`src/rtl/chip_valve_sequencer_if.sv`:
```
// Host-side control and valve-line bundle for the ChIP prep-stage sequencer.
// The master drives run requests; the slave drives the valve lines and status pulses.
interface chip_valve_sequencer_if;
    logic        start;
    logic        abort;
    logic [2:0]  reagent_sel;
    logic [15:0] fill_cycles;
    logic [15:0] mix_steps;
    logic [4:0]  inlet_ctrl;
    logic        prep_inlet_ctrl;
    logic        prep_outlet_ctrl;
    logic [2:0]  pump;
    logic        busy;
    logic        done;
    logic        err;
    logic        aborted;

    modport master (
        output start, abort, reagent_sel, fill_cycles, mix_steps,
        input  inlet_ctrl, prep_inlet_ctrl, prep_outlet_ctrl, pump,
        input  busy, done, err, aborted
    );

    modport slave (
        input  start, abort, reagent_sel, fill_cycles, mix_steps,
        output inlet_ctrl, prep_inlet_ctrl, prep_outlet_ctrl, pump,
        output busy, done, err, aborted
    );
endinterface

```
`src/rtl/chip_valve_sequencer.sv`:
```
// Fill / settle / mix / drain protocol sequencer for the ChIP prep chamber.
// Every output is registered from the next-state decode, so valve lines never glitch.
module chip_valve_sequencer #(
    parameter int PUMP_DIV      = 1000,
    parameter int SETTLE_CYCLES = 500,
    parameter int DRAIN_CYCLES  = 2000
) (
    input  logic                  clk,
    input  logic                  rst_n,
    chip_valve_sequencer_if.slave bus
);
    localparam int DIV_W = (PUMP_DIV > 1) ? $clog2(PUMP_DIV + 1) : 1;
    localparam logic [15:0]      SETTLE_LOAD = 16'(SETTLE_CYCLES);
    localparam logic [15:0]      DRAIN_LOAD  = 16'(DRAIN_CYCLES);
    localparam logic [DIV_W-1:0] DIV_LOAD    = DIV_W'(PUMP_DIV);
    localparam logic [DIV_W-1:0] DIV_ONE     = DIV_W'(1);

    typedef enum logic [2:0] {
        S_IDLE, S_FILL, S_SETTLE, S_MIX, S_DRAIN, S_DONE
    } state_t;

    state_t           state_reg, state_next;
    logic [15:0]      cnt_reg, cnt_next;
    logic [DIV_W-1:0] div_reg, div_next;
    logic [15:0]      step_reg, step_next;
    logic [2:0]       phase_reg, phase_next;
    logic [2:0]       sel_reg, sel_next;
    logic [15:0]      mix_reg, mix_next;
    logic             err_next, aborted_next;

    logic [4:0] inlet_reg, inlet_next;
    logic       prep_in_reg, prep_out_reg;
    logic [2:0] pump_reg, pump_next;
    logic       busy_reg, done_reg, err_reg, aborted_reg;

    always_comb begin
        state_next   = state_reg;
        cnt_next     = cnt_reg;
        div_next     = div_reg;
        step_next    = step_reg;
        phase_next   = phase_reg;
        sel_next     = sel_reg;
        mix_next     = mix_reg;
        err_next     = 1'b0;
        aborted_next = 1'b0;
        if (state_reg != S_IDLE && bus.abort) begin
            state_next   = S_IDLE;
            aborted_next = 1'b1;
        end else begin
            case (state_reg)
                S_IDLE: begin
                    // A start coinciding with abort is dropped silently.
                    if (bus.start && !bus.abort) begin
                        if (bus.reagent_sel <= 3'd4) begin
                            sel_next = bus.reagent_sel;
                            mix_next = bus.mix_steps;
                            if (bus.fill_cycles == 16'd0) begin
                                state_next = S_SETTLE;
                                cnt_next   = SETTLE_LOAD;
                            end else begin
                                state_next = S_FILL;
                                cnt_next   = bus.fill_cycles;
                            end
                        end else begin
                            err_next = 1'b1;
                        end
                    end
                end
                S_FILL: begin
                    if (cnt_reg == 16'd1) begin
                        state_next = S_SETTLE;
                        cnt_next   = SETTLE_LOAD;
                    end else begin
                        cnt_next = cnt_reg - 16'd1;
                    end
                end
                S_SETTLE: begin
                    if (cnt_reg == 16'd1) begin
                        if (mix_reg == 16'd0) begin
                            state_next = S_DRAIN;
                            cnt_next   = DRAIN_LOAD;
                        end else begin
                            state_next = S_MIX;
                            phase_next = 3'd0;
                            div_next   = DIV_LOAD;
                            step_next  = mix_reg;
                        end
                    end else begin
                        cnt_next = cnt_reg - 16'd1;
                    end
                end
                S_MIX: begin
                    if (div_reg == DIV_ONE) begin
                        if (step_reg == 16'd1) begin
                            state_next = S_DRAIN;
                            cnt_next   = DRAIN_LOAD;
                        end else begin
                            step_next  = step_reg - 16'd1;
                            div_next   = DIV_LOAD;
                            phase_next = (phase_reg == 3'd5) ? 3'd0 : phase_reg + 3'd1;
                        end
                    end else begin
                        div_next = div_reg - DIV_ONE;
                    end
                end
                S_DRAIN: begin
                    if (cnt_reg == 16'd1) begin
                        state_next = S_DONE;
                    end else begin
                        cnt_next = cnt_reg - 16'd1;
                    end
                end
                S_DONE:  state_next = S_IDLE;
                default: state_next = S_IDLE;
            endcase
        end
    end

    generate
        for (genvar gi = 0; gi < 5; gi++) begin : g_inlet
            assign inlet_next[gi] = (state_next == S_FILL) && (sel_next == 3'(gi));
        end
    endgenerate

    always_comb begin
        pump_next = 3'b000;
        if (state_next == S_MIX) begin
            case (phase_next)
                3'd0:    pump_next = 3'b110;
                3'd1:    pump_next = 3'b100;
                3'd2:    pump_next = 3'b101;
                3'd3:    pump_next = 3'b001;
                3'd4:    pump_next = 3'b011;
                3'd5:    pump_next = 3'b010;
                default: pump_next = 3'b000;
            endcase
        end
    end

    always_ff @(posedge clk or negedge rst_n) begin
        if (!rst_n) begin
            state_reg    <= S_IDLE;
            cnt_reg      <= '0;
            div_reg      <= '0;
            step_reg     <= '0;
            phase_reg    <= '0;
            sel_reg      <= '0;
            mix_reg      <= '0;
            inlet_reg    <= '0;
            prep_in_reg  <= 1'b0;
            prep_out_reg <= 1'b0;
            pump_reg     <= '0;
            busy_reg     <= 1'b0;
            done_reg     <= 1'b0;
            err_reg      <= 1'b0;
            aborted_reg  <= 1'b0;
        end else begin
            state_reg    <= state_next;
            cnt_reg      <= cnt_next;
            div_reg      <= div_next;
            step_reg     <= step_next;
            phase_reg    <= phase_next;
            sel_reg      <= sel_next;
            mix_reg      <= mix_next;
            inlet_reg    <= inlet_next;
            prep_in_reg  <= (state_next == S_FILL);
            prep_out_reg <= (state_next == S_DRAIN);
            pump_reg     <= pump_next;
            busy_reg     <= (state_next != S_IDLE);
            done_reg     <= (state_next == S_DONE);
            err_reg      <= err_next;
            aborted_reg  <= aborted_next;
        end
    end

    assign bus.inlet_ctrl       = inlet_reg;
    assign bus.prep_inlet_ctrl  = prep_in_reg;
    assign bus.prep_outlet_ctrl = prep_out_reg;
    assign bus.pump             = pump_reg;
    assign bus.busy             = busy_reg;
    assign bus.done             = done_reg;
    assign bus.err              = err_reg;
    assign bus.aborted          = aborted_reg;
endmodule

```
`src/flat_wrapper.sv`:
```
// flat-port wrapper written by rule: the top's interface ports become plain ports
module chip_valve_sequencer_flat 
#(
    parameter int PUMP_DIV      = 1000,
    parameter int SETTLE_CYCLES = 500,
    parameter int DRAIN_CYCLES  = 2000
)
  (clk, rst_n, bus_start, bus_abort, bus_reagent_sel, bus_fill_cycles, bus_mix_steps, bus_inlet_ctrl, bus_prep_inlet_ctrl, bus_prep_outlet_ctrl, bus_pump, bus_busy, bus_done, bus_err, bus_aborted);
  chip_valve_sequencer_if bus_i ();
  input  logic clk;
  input  logic rst_n;
  input wire logic [$bits(bus_i.start)-1:0] bus_start;
  input wire logic [$bits(bus_i.abort)-1:0] bus_abort;
  input wire logic [$bits(bus_i.reagent_sel)-1:0] bus_reagent_sel;
  input wire logic [$bits(bus_i.fill_cycles)-1:0] bus_fill_cycles;
  input wire logic [$bits(bus_i.mix_steps)-1:0] bus_mix_steps;
  output wire logic [$bits(bus_i.inlet_ctrl)-1:0] bus_inlet_ctrl;
  output wire logic [$bits(bus_i.prep_inlet_ctrl)-1:0] bus_prep_inlet_ctrl;
  output wire logic [$bits(bus_i.prep_outlet_ctrl)-1:0] bus_prep_outlet_ctrl;
  output wire logic [$bits(bus_i.pump)-1:0] bus_pump;
  output wire logic [$bits(bus_i.busy)-1:0] bus_busy;
  output wire logic [$bits(bus_i.done)-1:0] bus_done;
  output wire logic [$bits(bus_i.err)-1:0] bus_err;
  output wire logic [$bits(bus_i.aborted)-1:0] bus_aborted;
  assign bus_i.start = bus_start;
  assign bus_i.abort = bus_abort;
  assign bus_i.reagent_sel = bus_reagent_sel;
  assign bus_i.fill_cycles = bus_fill_cycles;
  assign bus_i.mix_steps = bus_mix_steps;
  assign bus_inlet_ctrl = bus_i.inlet_ctrl;
  assign bus_prep_inlet_ctrl = bus_i.prep_inlet_ctrl;
  assign bus_prep_outlet_ctrl = bus_i.prep_outlet_ctrl;
  assign bus_pump = bus_i.pump;
  assign bus_busy = bus_i.busy;
  assign bus_done = bus_i.done;
  assign bus_err = bus_i.err;
  assign bus_aborted = bus_i.aborted;
  chip_valve_sequencer #(.PUMP_DIV(PUMP_DIV), .SETTLE_CYCLES(SETTLE_CYCLES), .DRAIN_CYCLES(DRAIN_CYCLES)) u_core (.clk(clk), .rst_n(rst_n), .bus(bus_i));
endmodule
```
`config.mk`:
```
export PLATFORM = sky130hd
export DESIGN_NAME = chip_valve_sequencer_flat
export DESIGN_NICKNAME = d
export VERILOG_FILES = /design/src/rtl/chip_valve_sequencer_if.sv /design/src/rtl/chip_valve_sequencer.sv /design/src/flat_wrapper.sv
export SDC_FILE = /design/constraint.sdc
export NUM_CORES = 1
export LEC_CHECK = 0
export ABC_AREA = 1
export BUFFER_PORTS_ARGS = -buffer_cell sky130_fd_sc_hd__buf_2
export CORE_UTILIZATION = 50
export CTS_CLUSTER_DIAMETER = 100
export DETAILED_ROUTE_END_ITERATION = 10
export PLACE_DENSITY = 0.79
export SETUP_SLACK_MARGIN = 0.3
export SLEW_MARGIN = 5
export SYNTH_ARGS = -nofsm -noshare
export SYNTH_HDL_FRONTEND = slang
export SYNTH_SLANG_ARGS = --single-unit
```
`constraint.sdc`:
```
create_clock -name clk -period 2.2 [get_ports clk]
set_clock_uncertainty 0.1 [all_clocks]
set_input_delay 0.11 -clock clk [delete_from_list [all_inputs] [get_ports clk]]
set_output_delay 0.11 -clock clk [all_outputs]
set_load 0.01 [all_outputs]
```
# Word-level counts from Yosys, hierarchy flattened
# Index checks and enable logic that the tools add are counted.
# Widths: inputs -> output; s select.
dict set report classes {
  bitwise 1
  n_mux 49
  eq_ne 31
  n_reduce_logical 21
  n_lt_le_gt_ge 1
  add_sub_neg 4
}
# operator count
set op_table {}
lappend op_table {{$mux 16} 13}
lappend op_table {{$pmux 16 s5} 1}
lappend op_table {{$mux 3} 20}
lappend op_table {{$mux 10} 4}
lappend op_table {{$eq 16x1->1 const B} 2}
lappend op_table {{$logic_not 16->1} 2}
lappend op_table {{$pmux 16 s2} 1}
lappend op_table {{$sub 16x1->16 const B} 2}
lappend op_table {{$eq 3x2->1 const B} 7}
lappend op_table {{$eq 3x3->1 const B} 7}
lappend op_table {{$pmux 10 s2} 1}
lappend op_table {{$pmux 3 s6} 1}
lappend op_table {{$pmux 3 s5} 1}
lappend op_table {{$eq 3x1->1 const B} 4}
lappend op_table {{$eq 10x1->1 const B} 1}
lappend op_table {{$ne 2x1->1 const B} 5}
lappend op_table {{$sub 10x1->10 const B} 1}
lappend op_table {{$logic_not 3->1} 3}
lappend op_table {{$reduce_and 8->1} 1}
lappend op_table {{$logic_and 1x1->1} 7}
lappend op_table {{$ne 2x2->1 const B} 3}
lappend op_table {{$ne 3x3->1 const B} 2}
lappend op_table {{$pmux 3 s2} 1}
lappend op_table {{$reduce_and 6->1} 1}
lappend op_table {{11 further kinds} 16}
dict set report word_totals {
  input_bits 39
  output_inout_bits 14
  reg_bits 81
  word_cells 122
}

# Depth between registers and ports, before layout
dict set report depth {
  ltp_word 9
  depth_mapped 15
  mapped_depth_nobuf 15
}

# Worst setup path after synthesis
# Ideal clock, no wire load.
dict set report synth_path {
  path_kind {register to register}
  startpoint {register u_core.cnt_reg[1]}
  endpoint {register u_core.cnt_reg[10]}
  path_buffers 1
  t_required_ns 1.976
  stages_incl_launch_ff 15
  setup_slack_ns 0.351
  arrival_time_ns 1.625
  synth_period_minus_slack_ns 1.849
  setup_ns 0.124
  cell_sequence {dfrtp_1 -> inv_1 -> ha_1 -> inv_1 -> nor2_1 -> nand2_1 -> nor2_1 -> nand3_1 -> nor2_2 -> nor2_2 -> nand3_4 -> inv_2 -> buf_6 -> o211ai_1 -> nand2_1}
}
dict set report synth_between {
  elab_chain_len 3
  word_cells_on_any_way 9
  classes_between {1 x add/sub; 3 x eq/ne; 4 x mux; 1 x reduce/logical}
}
# item line_no
set synth_lines {}
lappend synth_lines {{start, declared} chip_valve_sequencer.sv:23} ;# logic [15:0] cnt_reg, cnt_next;
lappend synth_lines {{start signal, assigned} chip_valve_sequencer.sv:159} ;# cnt_reg <= cnt_next;
lappend synth_lines {{$sub 16x1->16 / $eq 16x1->1 (equally long branches)} n/a}
lappend synth_lines {{$mux 16 (tied with other cells)} chip_valve_sequencer.sv:107} ;# if (cnt_reg == 16'd1) begin
lappend synth_lines {{$pmux 16 s5 / $reduce_and 8->1 (equally long branches)} n/a}
# Several ways; a longest one is shown, not always the timed one. The select of a mux whose other input is x is not followed.
# A chain may end at the register's enable or synchronous reset.

# Worst setup path after layout
dict set report layout_path {
  startpoint {register u_core.cnt_reg[1]}
  endpoint {register u_core.cnt_reg[8]}
}
# Same word-level chain as after synthesis.

==> impl_metrics.csv <==
group,metric,value,unit
outcome,status,"complete, no violations",
floorplan,core_area,9280,sq um
worst_setup_path,timing.critical_path.slowest_cell_delay,0.38,ns
synth,synth_sequential_area_ratio,42.2,%
synth,yosysUniqueCellTypes,36,
sta,rsz0062_at_grt,"yes",
drt,drt-wirelength-per-cell,16.0,um
drt,drt-vias-per-instance,5.58,
synth,synthesis.instances,668,
drt,drt_iter0_drc,327,
clocking,ctsRootBufferMaster,"sky130_fd_sc_hd__clkbuf_8",
layout,layout_cells_sized_above_1,33.0,%
drt,routed-via-count,5325,
layout,commonest_cells_after_routing_fill_and_taps_aside,"sky130_fd_sc_hd__nand2_1, sky130_fd_sc_hd__nor2_1, sky130_fd_sc_hd__dfrtp_1, sky130_fd_sc_hd__inv_1, sky130_fd_sc_hd__buf_4",
layout,synthToLayoutAreaGrowth,40.2,%
worst_setup_path,reg2reg_setup_slack,0.17,ns
worst_setup_path,worstSetupPathType,"reg2reg",
global_route,grt.total_usage,29.3,%
clocking,clock_tree.htree_level_count,3,
sta,final-hold-violation-count,0,
worst_setup_path,timing.critical_path.arrival,2.18,ns
sta,clock.fmax,0.491,GHz
global_route,grt_start_max_net_pins,43,
global_route,number_of_antenna_violations_at_the_first_check_in_global_routing,0,
synth,synth_area_per_cell,7.20,sq um
pwr,finalPower,8.56,mW
floorplan,die_w,100,um
run,maxCapViolCount,0,
worst_setup_path,cp-start-kind,"flip-flop",
clocking,cts.path.max_buffers,2,
worst_setup_path,crit_family,"simple AND/OR/NAND/NOR gates",
global_route,grt-ovfl-total,0,
worst_setup_path,worstSetupEndpointType,"flip-flop",
sta,relative_slew_slack,62.6,%
worst_setup_path,crit_required,2.35,ns
synth,postSynthNetCount,713,
drt,number_of_search_and_repair_iterations_in_the_first_detailed_routing_pass,8,
worst_setup_path,crit_path_max_fanout,7,
layout,final_core_utilization,72.6,%
global_route,grt_first_pass_wirelength,23200,um
placed_design,dpl.hpwl,8740,um
floorplan,placement_rows,35,
pwr,power-per-cell-area,1270,nW/um^2
layout,num_antenna_cells,0,
worst_setup_path,timing.critical_path.buf_inv,3,
floorplan,die-area,10000,sq um
synth,synth.yosys.warnings,0,
floorplan,initial_core_util,51.8,%
synth,async_reset_ff_share,100,%
sta,layout_min_cycle_time,2.03,ns
min_path,hold_class,"in2reg",
drt,drc,0,
synth,syn_area,4810,sq um
synth,yosys_register_bits,81,
placed_design,portBuffers,52,
pwr,leakage,3.26,nW
floorplan,die_height,100,um
worst_setup_path,critPathSlowestCell,"sky130_fd_sc_hd__dfrtp_1",
sta,setup-violations-final,0,
clocking,worst_skew_pair.late_latency,0.37,ns
synth,synth-main-ff-cell,"sky130_fd_sc_hd__dfrtp_1",
layout,layout_commonest_cell,"sky130_fd_sc_hd__nand2_1",
sta,number_of_slew_limit_violations_in_the_final_report,0,
layout,finalNetCount,865,
worst_setup_path,cp_cell_sequence,"inv_2 -> ha_4 -> inv_1 -> nor2_1 -> nand2_1 -> nor2_4 -> nand3_2 -> nor2_4 -> nor2_4 -> nand3_4 -> buf_8 -> nor2_4 -> nand2_1 -> o21ai_1",
synth,synth_enable_flop_cells,0,
clocking,cts_tree,"built",
placed_design,final_weighted_congestion_of_routability_driven_global_placement,0.924,
pwr,irDropWorstVdd,0.000498,V
global_route,number_of_global_route_vias_before_repair,5053,
clocking,cts-buffers-inserted,9,
drt,detail_route.wirelength,15300,um
drt,number_of_antenna_violating_nets_in_the_routed_design,0,
clocking,cts.sink_count,81,
floorplan,io_pins,53,
sta,tightestPinTransition,0.562,ns
worst_setup_path,worst_path_most_repeated_cell,"sky130_fd_sc_hd__nor2_4",
sta,fin_crit_sh,92.5,%
clocking,path_clk_slew,0.09,ns
Yosys cell counts, types with 4 or more instances:
library cell,count,share of area (%)
sky130_fd_sc_hd__a21oi_1,22,2.3
sky130_fd_sc_hd__buf_2,5,0.52
sky130_fd_sc_hd__buf_6,5,1.2
sky130_fd_sc_hd__clkbuf_1,5,0.39
sky130_fd_sc_hd__dfrtp_1,81,42
sky130_fd_sc_hd__ha_1,6,1.6
sky130_fd_sc_hd__inv_1,67,5.2
sky130_fd_sc_hd__inv_2,7,0.55
sky130_fd_sc_hd__nand2_1,181,14
sky130_fd_sc_hd__nand2_2,6,0.78
sky130_fd_sc_hd__nand3_1,37,3.9
sky130_fd_sc_hd__nand4_1,11,1.4
sky130_fd_sc_hd__nor2_1,108,8.4
sky130_fd_sc_hd__nor2_2,7,0.91
sky130_fd_sc_hd__nor2_4,4,0.94
sky130_fd_sc_hd__nor3_1,9,0.94
sky130_fd_sc_hd__o211ai_1,4,0.62
sky130_fd_sc_hd__o21ai_0,42,4.4
sky130_fd_sc_hd__o21ai_1,20,2.1
sky130_fd_sc_hd__xor2_1,15,2.7
report_power, final:
group	internal, mW	total (mW)	switching [mW]
logic	1.91	4.83	2.92
clock network	0.558	1.16	0.605
registers	2.07	2.56	0.491
stage by stage:
step / cells / hold WS [ns] / instance area [sq um] / TNS, ns / setup WS, ns
after floorplan: 668 / -0.286 / 4810 / 0 / 0.351
after global placement: 851 / 0.0315 / 5270 / 0 / 0.114
after detailed placement: 851 / 0.0414 / 5270 / -0.0000784 / -0.0000784
after CTS: 927 / 0.0107 / 6240 / 0 / 0.243
after global routing: 954 / 0.0405 / 6740 / 0 / 0.0822
final: 954 / 0.00989 / 6740 / 0 / 0.165
final cells by class:
| cell class | count | area (sq um) |
|---|---|---|
| multi-input combinational | 497 | 2810 |
| fill | 627 | 2540 |
| sequential | 81 | 2030 |
| timing repair buffer | 154 | 1210 |
| inverter | 77 | 322 |
| tap | 129 | 161 |
| clock buffer | 10 | 138 |
| clock inverter | 6 | 67.6 |
routing by layer:
metal,vias to the layer above,GRT usage [%],part of all wire [%]
met5,-,0,0
met4,0,15.1,5.2
met3,85,5.85,6.6
met2,287,50.1,49
met1,2519,35.2,39
li1,2434,-,-
cells by family after synthesis:
group	synth area share [%]
AO/OA/AOI/OAI	10.9
adder cells (fa/ha/maj)	1.56
AND/OR/NAND/NOR	33.9
buffers and inverters	8.20
XOR/XNOR	3.28
flip-flops	42.2
final timing paths:
check,startpoint,end,cells past startpoint
max in group asynchronous,rst_n,u_core.step_reg[10],3
setup reg to reg,u_core.cnt_reg[1],u_core.cnt_reg[8],14
setup / recovery,u_core.cnt_reg[1],u_core.cnt_reg[8],14
hold / removal,bus_fill_cycles[1],u_core.cnt_reg[1],5
hold reg to reg,u_core.div_reg[7],u_core.div_reg[7],2
min in group asynchronous,rst_n,u_core.bus.prep_inlet_ctrl,2
tightest hold or removal path, delay by kind of cell:
family | cells | cell delay [ns]
compound gates | 2 | 0.13
buf+inv | 1 | 0.09
simple gates | 2 | 0.10
what timing repair did:
item / CTS / global route
resized for setup: 56 / 97
endpoints found under the hold margin: 69 / 0
buffers inserted: 29 / 27
cloned: 3 / 0
pin swaps: 23 / 44
setup endpoints to repair: 52 / 64
hold buffers: 28 / 0
Note: power is estimated with default switching activity, not from simulation.
